[src/rtl/trailing_zeroes_pkg.sv]
// Shared constants and helpers for the trailing-zero counter.
// The count width leaves room for the value DATA_WIDTH itself (all-zero input).
package trailing_zeroes_pkg;

    localparam int DEFAULT_DATA_WIDTH = 32;

    function automatic int count_width(input int w);
        return $clog2(w) + 1;
    endfunction

endpackage

[src/rtl/tz_count_comb.sv]
// Combinational trailing-zero count: index of the lowest set bit, or DATA_WIDTH if none.
module tz_count_comb
    import trailing_zeroes_pkg::*;
#(
    parameter int DATA_WIDTH = DEFAULT_DATA_WIDTH
) (
    input  logic [DATA_WIDTH-1:0]              din,
    output logic [count_width(DATA_WIDTH)-1:0] count
);

    localparam int CW = count_width(DATA_WIDTH);

    // Scan downward so the least-significant set bit is the last, and winning, assignment.
    always_comb begin
        count = CW'(DATA_WIDTH);
        for (int i = DATA_WIDTH - 1; i >= 0; i--) begin
            if (din[i]) begin
                count = CW'(i);
            end
        end
    end

endmodule

[src/rtl/trailing_zeroes.sv]
// Registered trailing-zero counter with one cycle of latency.
// Results hold while no new word is captured; dout_valid marks the cycle after a capture.
module trailing_zeroes
    import trailing_zeroes_pkg::*;
#(
    parameter int DATA_WIDTH = DEFAULT_DATA_WIDTH
) (
    input  logic                               clk,
    input  logic                               resetn,
    input  logic                               din_valid,
    input  logic [DATA_WIDTH-1:0]              din,
    output logic                               dout_valid,
    output logic [count_width(DATA_WIDTH)-1:0] dout
);

    localparam int CW = count_width(DATA_WIDTH);

    logic [CW-1:0] count;

    tz_count_comb #(
        .DATA_WIDTH(DATA_WIDTH)
    ) u_count (
        .din  (din),
        .count(count)
    );

    always_ff @(posedge clk or negedge resetn) begin
        if (!resetn) begin
            dout_valid <= 1'b0;
            dout       <= '0;
        end else begin
            dout_valid <= din_valid;
            if (din_valid) begin
                dout <= count;
            end
        end
    end

endmodule

[config.mk]
export PLATFORM = sky130hd
export DESIGN_NAME = trailing_zeroes
export DESIGN_NICKNAME = d
export VERILOG_FILES = /design/src/rtl/trailing_zeroes_pkg.sv /design/src/rtl/tz_count_comb.sv /design/src/rtl/trailing_zeroes.sv
export SDC_FILE = /design/constraint.sdc
export NUM_CORES = 1
export LEC_CHECK = 0
export BUFFER_PORTS_ARGS = -buffer_cell sky130_fd_sc_hd__clkbuf_2
export CAP_MARGIN = 20
export CORE_MARGIN = 2
export CORE_UTILIZATION = 25
export CTS_CLUSTER_DIAMETER = 150
export CTS_CLUSTER_SIZE = 10
export DETAILED_ROUTE_END_ITERATION = 10
export SLEW_MARGIN = 20
export SYNTH_ARGS = -nofsm -noshare
export SYNTH_HDL_FRONTEND = slang
export SYNTH_SLANG_ARGS = --single-unit
[constraint.sdc]
create_clock -name clk -period 1.23 [get_ports clk]
set_input_delay 0.123 -clock clk [delete_from_list [all_inputs] [get_ports clk]]
set_output_delay 0.123 -clock clk [all_outputs]
set_load 0.01 [all_outputs]
**Word level (Yosys, flattened, before mapping)**

Index checks and enable logic that the tools add are counted.

- Logic and storage cells: 34
- Bits in registers: 7

- Mux-type cells: 32

Operators by type and width:

| cell | count |
|---|---|
| $mux W6 | 32 |

**Logic depth before layout (Yosys ltp)**

- Depth after elaboration: 32
- Mapped depth: 5
- Mapped depth without buffers: 5

**Hierarchy**

A second synthesis with hierarchy kept.

- Cell total of the unflattened synthesis: 79
- Area, all modules: 644.4 sq um

Modules (own cells, without submodules):

| module | area an instance (sq um) | cells an instance | instances |
|---|---|---|---|
| tz_count_comb | 367.9 | 65 | 1 |
| trailing_zeroes | 276.5 | 14 | 1 |

**Worst setup path after synthesis**

Ideal clock, no wire load.

- Path kind: register to register
- Start: register dout[0] (netlist name)
- End: register dout[0]
- Stages on the path, launching flop included: 6
- Data arrival time: 1047 ps
- Library setup time: 122 ps
- Setup slack: 60 ps
- Period minus slack after synthesis: 1170 ps
- Path through: dfrtp_1 -> nor2b_1 -> nor3_1 -> o221ai_1 -> o21ba_2 -> a2bb2oi_2

RTL lines:

| element | line | text |
|---|---|---|
| end signal, assigned | trailing_zeroes.sv:34 | `dout <= count;` |
| end, declared | trailing_zeroes.sv:13 | `output logic [count_width(DATA_WIDTH)-1:0] dout` |

==> flow_metrics.env <==
export IMPL_multiInputGateArea_um2=435
export IMPL_drtIter0Drc=10
export IMPL_required_ns=1.36
export IMPL_cts_made_buffers=3
export IMPL_peakVddDrop_uv=324
export IMPL_dieHeight_um=54.7
export IMPL_synthArstFlopShare_pct=100
export IMPL_drt_first_pass_iters=4
export IMPL_yosys_area_top_type="dfrtp_1"
export IMPL_final_nets=185
export IMPL_ys_warn_count=0
export IMPL_crit_path_end_kind="register"
export IMPL_start_kind="register"
export IMPL_crit_type="reg2reg"
export IMPL_num_rows=18
export IMPL_die_area_mm2=0.00299
export IMPL_yosysUniqueCellTypes=28
export IMPL_grt_use_met3_pct=2.73
export IMPL_dr_total_vias=880
export IMPL_clock_fmax_mhz=836
export IMPL_wl_per_cell_um=10.2
export IMPL_drc_errors=0
export IMPL_hpwl_um=1620
export IMPL_portBuffers=41
export IMPL_p_comb_share_pct=33.3
export IMPL_cts_num_sinks=7
export IMPL_synth_area_leaders="dfrtp_1 27%, nor2_1 8.2%, inv_1 7.0%"
export IMPL_switching_power_mw=0.199
export IMPL_period_share_pct=97.2
export IMPL_synth_common_cells="14 x nor2_1, 12 x inv_1"
export IMPL_clockPowerShare_pct=30.8
export IMPL_routabilityCongestion=0.784
export IMPL_hold_path_class="in2reg"
export IMPL_clock_skew_final_ns=0
export IMPL_fin_tns_setup_ns=0
export IMPL_grt_ovfl_total=0
export IMPL_grt_use_met1_pct=16.3
export IMPL_grt_pass1_wl_um=3130
export IMPL_clk_latency_ns=0.25
export IMPL_cpMaxStageDelayCell="dfrtp_1"
export IMPL_finalHoldViolCount=0
export IMPL_pre_cts_ws_ns=-0.0926
export IMPL_p_per_area_mw_per_mm2=649
export IMPL_grt_antenna_before_repair=0
export IMPL_n_antenna_cell=0
export IMPL_cp_slowest_stage_delay_ns=0.38
export IMPL_p_seq_share_pct=35.9
export IMPL_p_int_mw=0.480
export IMPL_slew_headroom_pct=75.7
export IMPL_synth_nets=123
export IMPL_synth_top_cell_area_share_pct=27.2
export IMPL_regArea_um2=175
export IMPL_ant_nets=0
export IMPL_period_needed_ns=1.20
export IMPL_crit_chain="nor2b_4 -> nor3_2 -> o221ai_1 -> o21ba_2 -> a2bb2oi_2"
export IMPL_grt_busiest_layer="met2"
export IMPL_routed_wl_um=1830
export IMPL_synth_seq_cells=7
export IMPL_cts_buffer_depth=2
export IMPL_grt_start_max_net_pins=9
export IMPL_fp_dieW_um=54.7
export IMPL_cts_root_buffer="clkbuf_4"
export IMPL_r2r_slack_ns=0.03
export IMPL_syn_inst=88
export IMPL_path_clk_slew_ns=0.05
export IMPL_syn_area_um2=643
export IMPL_maxCapViolations=0
export IMPL_fillCellCount=269
export IMPL_pin_count=42
export IMPL_viasPerCell=4.92
export IMPL_crit_buf_inv=0
export IMPL_critPathArrivalTime_ns=1.33
export IMPL_timing_worst_slew_pin_value_ns=0.361
export IMPL_yosysMostFrequentCell="nor2_1"
export IMPL_tritoncts="yes"
export IMPL_grt_met2_usage_pct=25.4
export IMPL_avgSynthCellArea_um2=7.31
export IMPL_drv_slew=0
export IMPL_core_mm2=0.00245
export IMPL_crit_fanout=2
export IMPL_htree_levels=1
export IMPL_grt_usage_pct=14.1
export IMPL_start_util_pct=26.2
export IMPL_first_global_vias=849
export IMPL_hold_ws_ns=0.120
export IMPL_synth_edff_count=0
export IMPL_switching_share_pct=29.4
export IMPL_yosys_most_used_dff="dfrtp_1"
export IMPL_status="completed"
export IMPL_ys_seq_area_share_pct=27.2
export IMPL_fin_ws_ns=0.0341
export IMPL_setup_viol=0
export IMPL_areaGrowthSynthToFinish_pct=62.8
export IMPL_drive_gt1_share_pct=45.6
export IMPL_power_leakage_nw=0.508
export IMPL_critical_path_top_delay_family="compound AO/OA/AOI/OAI gates"
==> placed cells by master, fill, tap and decap left out, types with 2 or more instances in the layout <==
| master | instances |
|---|---|
| clkbuf_4 | 3 |
| o22ai_1 | 2 |
| nand2_1 | 3 |
| nor3_1 | 6 |
| nor4_1 | 7 |
| o221ai_1 | 2 |
| nand3_1 | 3 |
| buf_4 | 15 |
| inv_1 | 12 |
| o21ai_0 | 4 |
| dfrtp_1 | 7 |
| clkbuf_2 | 41 |
| a21oi_1 | 7 |
| nand2b_1 | 3 |
| nor2_1 | 14 |
| a221o_1 | 2 |
==> final timing paths <==
check / start / endpoint / depth (start not counted)
max in group asynchronous: resetn / dout_valid / 2
worst max register to register: dout[0] / dout[0] / 5
min in group asynchronous: resetn / dout[5] / 2
worst max-delay path: dout[0] / dout[0] / 5
worst min register to register: dout[5] / dout[5] / 2
worst min-delay path: din_valid / dout_valid / 1
==> worst register-to-register path: stages (launching register included) <==
cell	delay [ns]
dfrtp_1	0.38
nor2b_4	0.14
nor3_2	0.16
o221ai_1	0.11
o21ba_2	0.24
a2bb2oi_2	0.05
==> per-stage QoR <==
stage               total power [mW]  util (%)  std cells  instance area [µm²]
finish                         0.680      42.7        179                 1050
floorplan                      0.324         -         88                  643
CTS                            0.682      41.8        178                 1030
global route                   0.730      42.7        179                 1050
detailed placement             0.464      40.4        173                  991
global placement               0.461      40.4        173                  991
==> cell families (layout without fill, tap and decap cells) <==
| group | count (synthesis) | in the layout | share of synthesized area (%) |
|---|---|---|---|
| AO/OA/AOI/OAI | 25 | 25 | 28.8 |
| buffers and inverters | 12 | 73 | 7.00 |
| flip-flops | 7 | 7 | 27.2 |
| multiplexers | 1 | 1 | 1.75 |
| AND/OR/NAND/NOR | 43 | 43 | 35.2 |
==> power by group through the flow <==
stage                     Combinational, mW  Sequential [mW]  Clock, mW
final                                 0.226            0.244      0.209
after global routing                  0.252            0.245      0.232
after CTS                             0.219            0.244      0.219
after detailed placement              0.216            0.248          0
after global placement                0.213            0.248          0
after floorplan                      0.0718            0.253          0
==> per-layer routing <==
metal | vias to the layer above | routed length [µm]
met5 | - | 0
met4 | 0 | 11
met3 | 2 | 141
met2 | 34 | 893
met1 | 387 | 787
li1 | 457 | -
==> final cells by class <==
class / instances / area share, %
Clock buffer: 4 / 2.51
Multi-Input combinational cell: 69 / 41.6
Sequential cell: 7 / 16.7
Inverter: 12 / 4.30
Tap cell: 30 / 3.58
Timing Repair Buffer: 57 / 31.3
==> flip-flops by register name (all words and copies together) (netlist names) <==
signal,flops
dout,6
dout_valid,1
==> timing repair <==
item	CTS	global route
setup endpoints to repair	0	1
hold endpoints to repair	7	0
setup buffers	0	1
hold buffers	1	0
gates resized for setup	0	3
No activity file was read; power rests on OpenSTA's default activity.
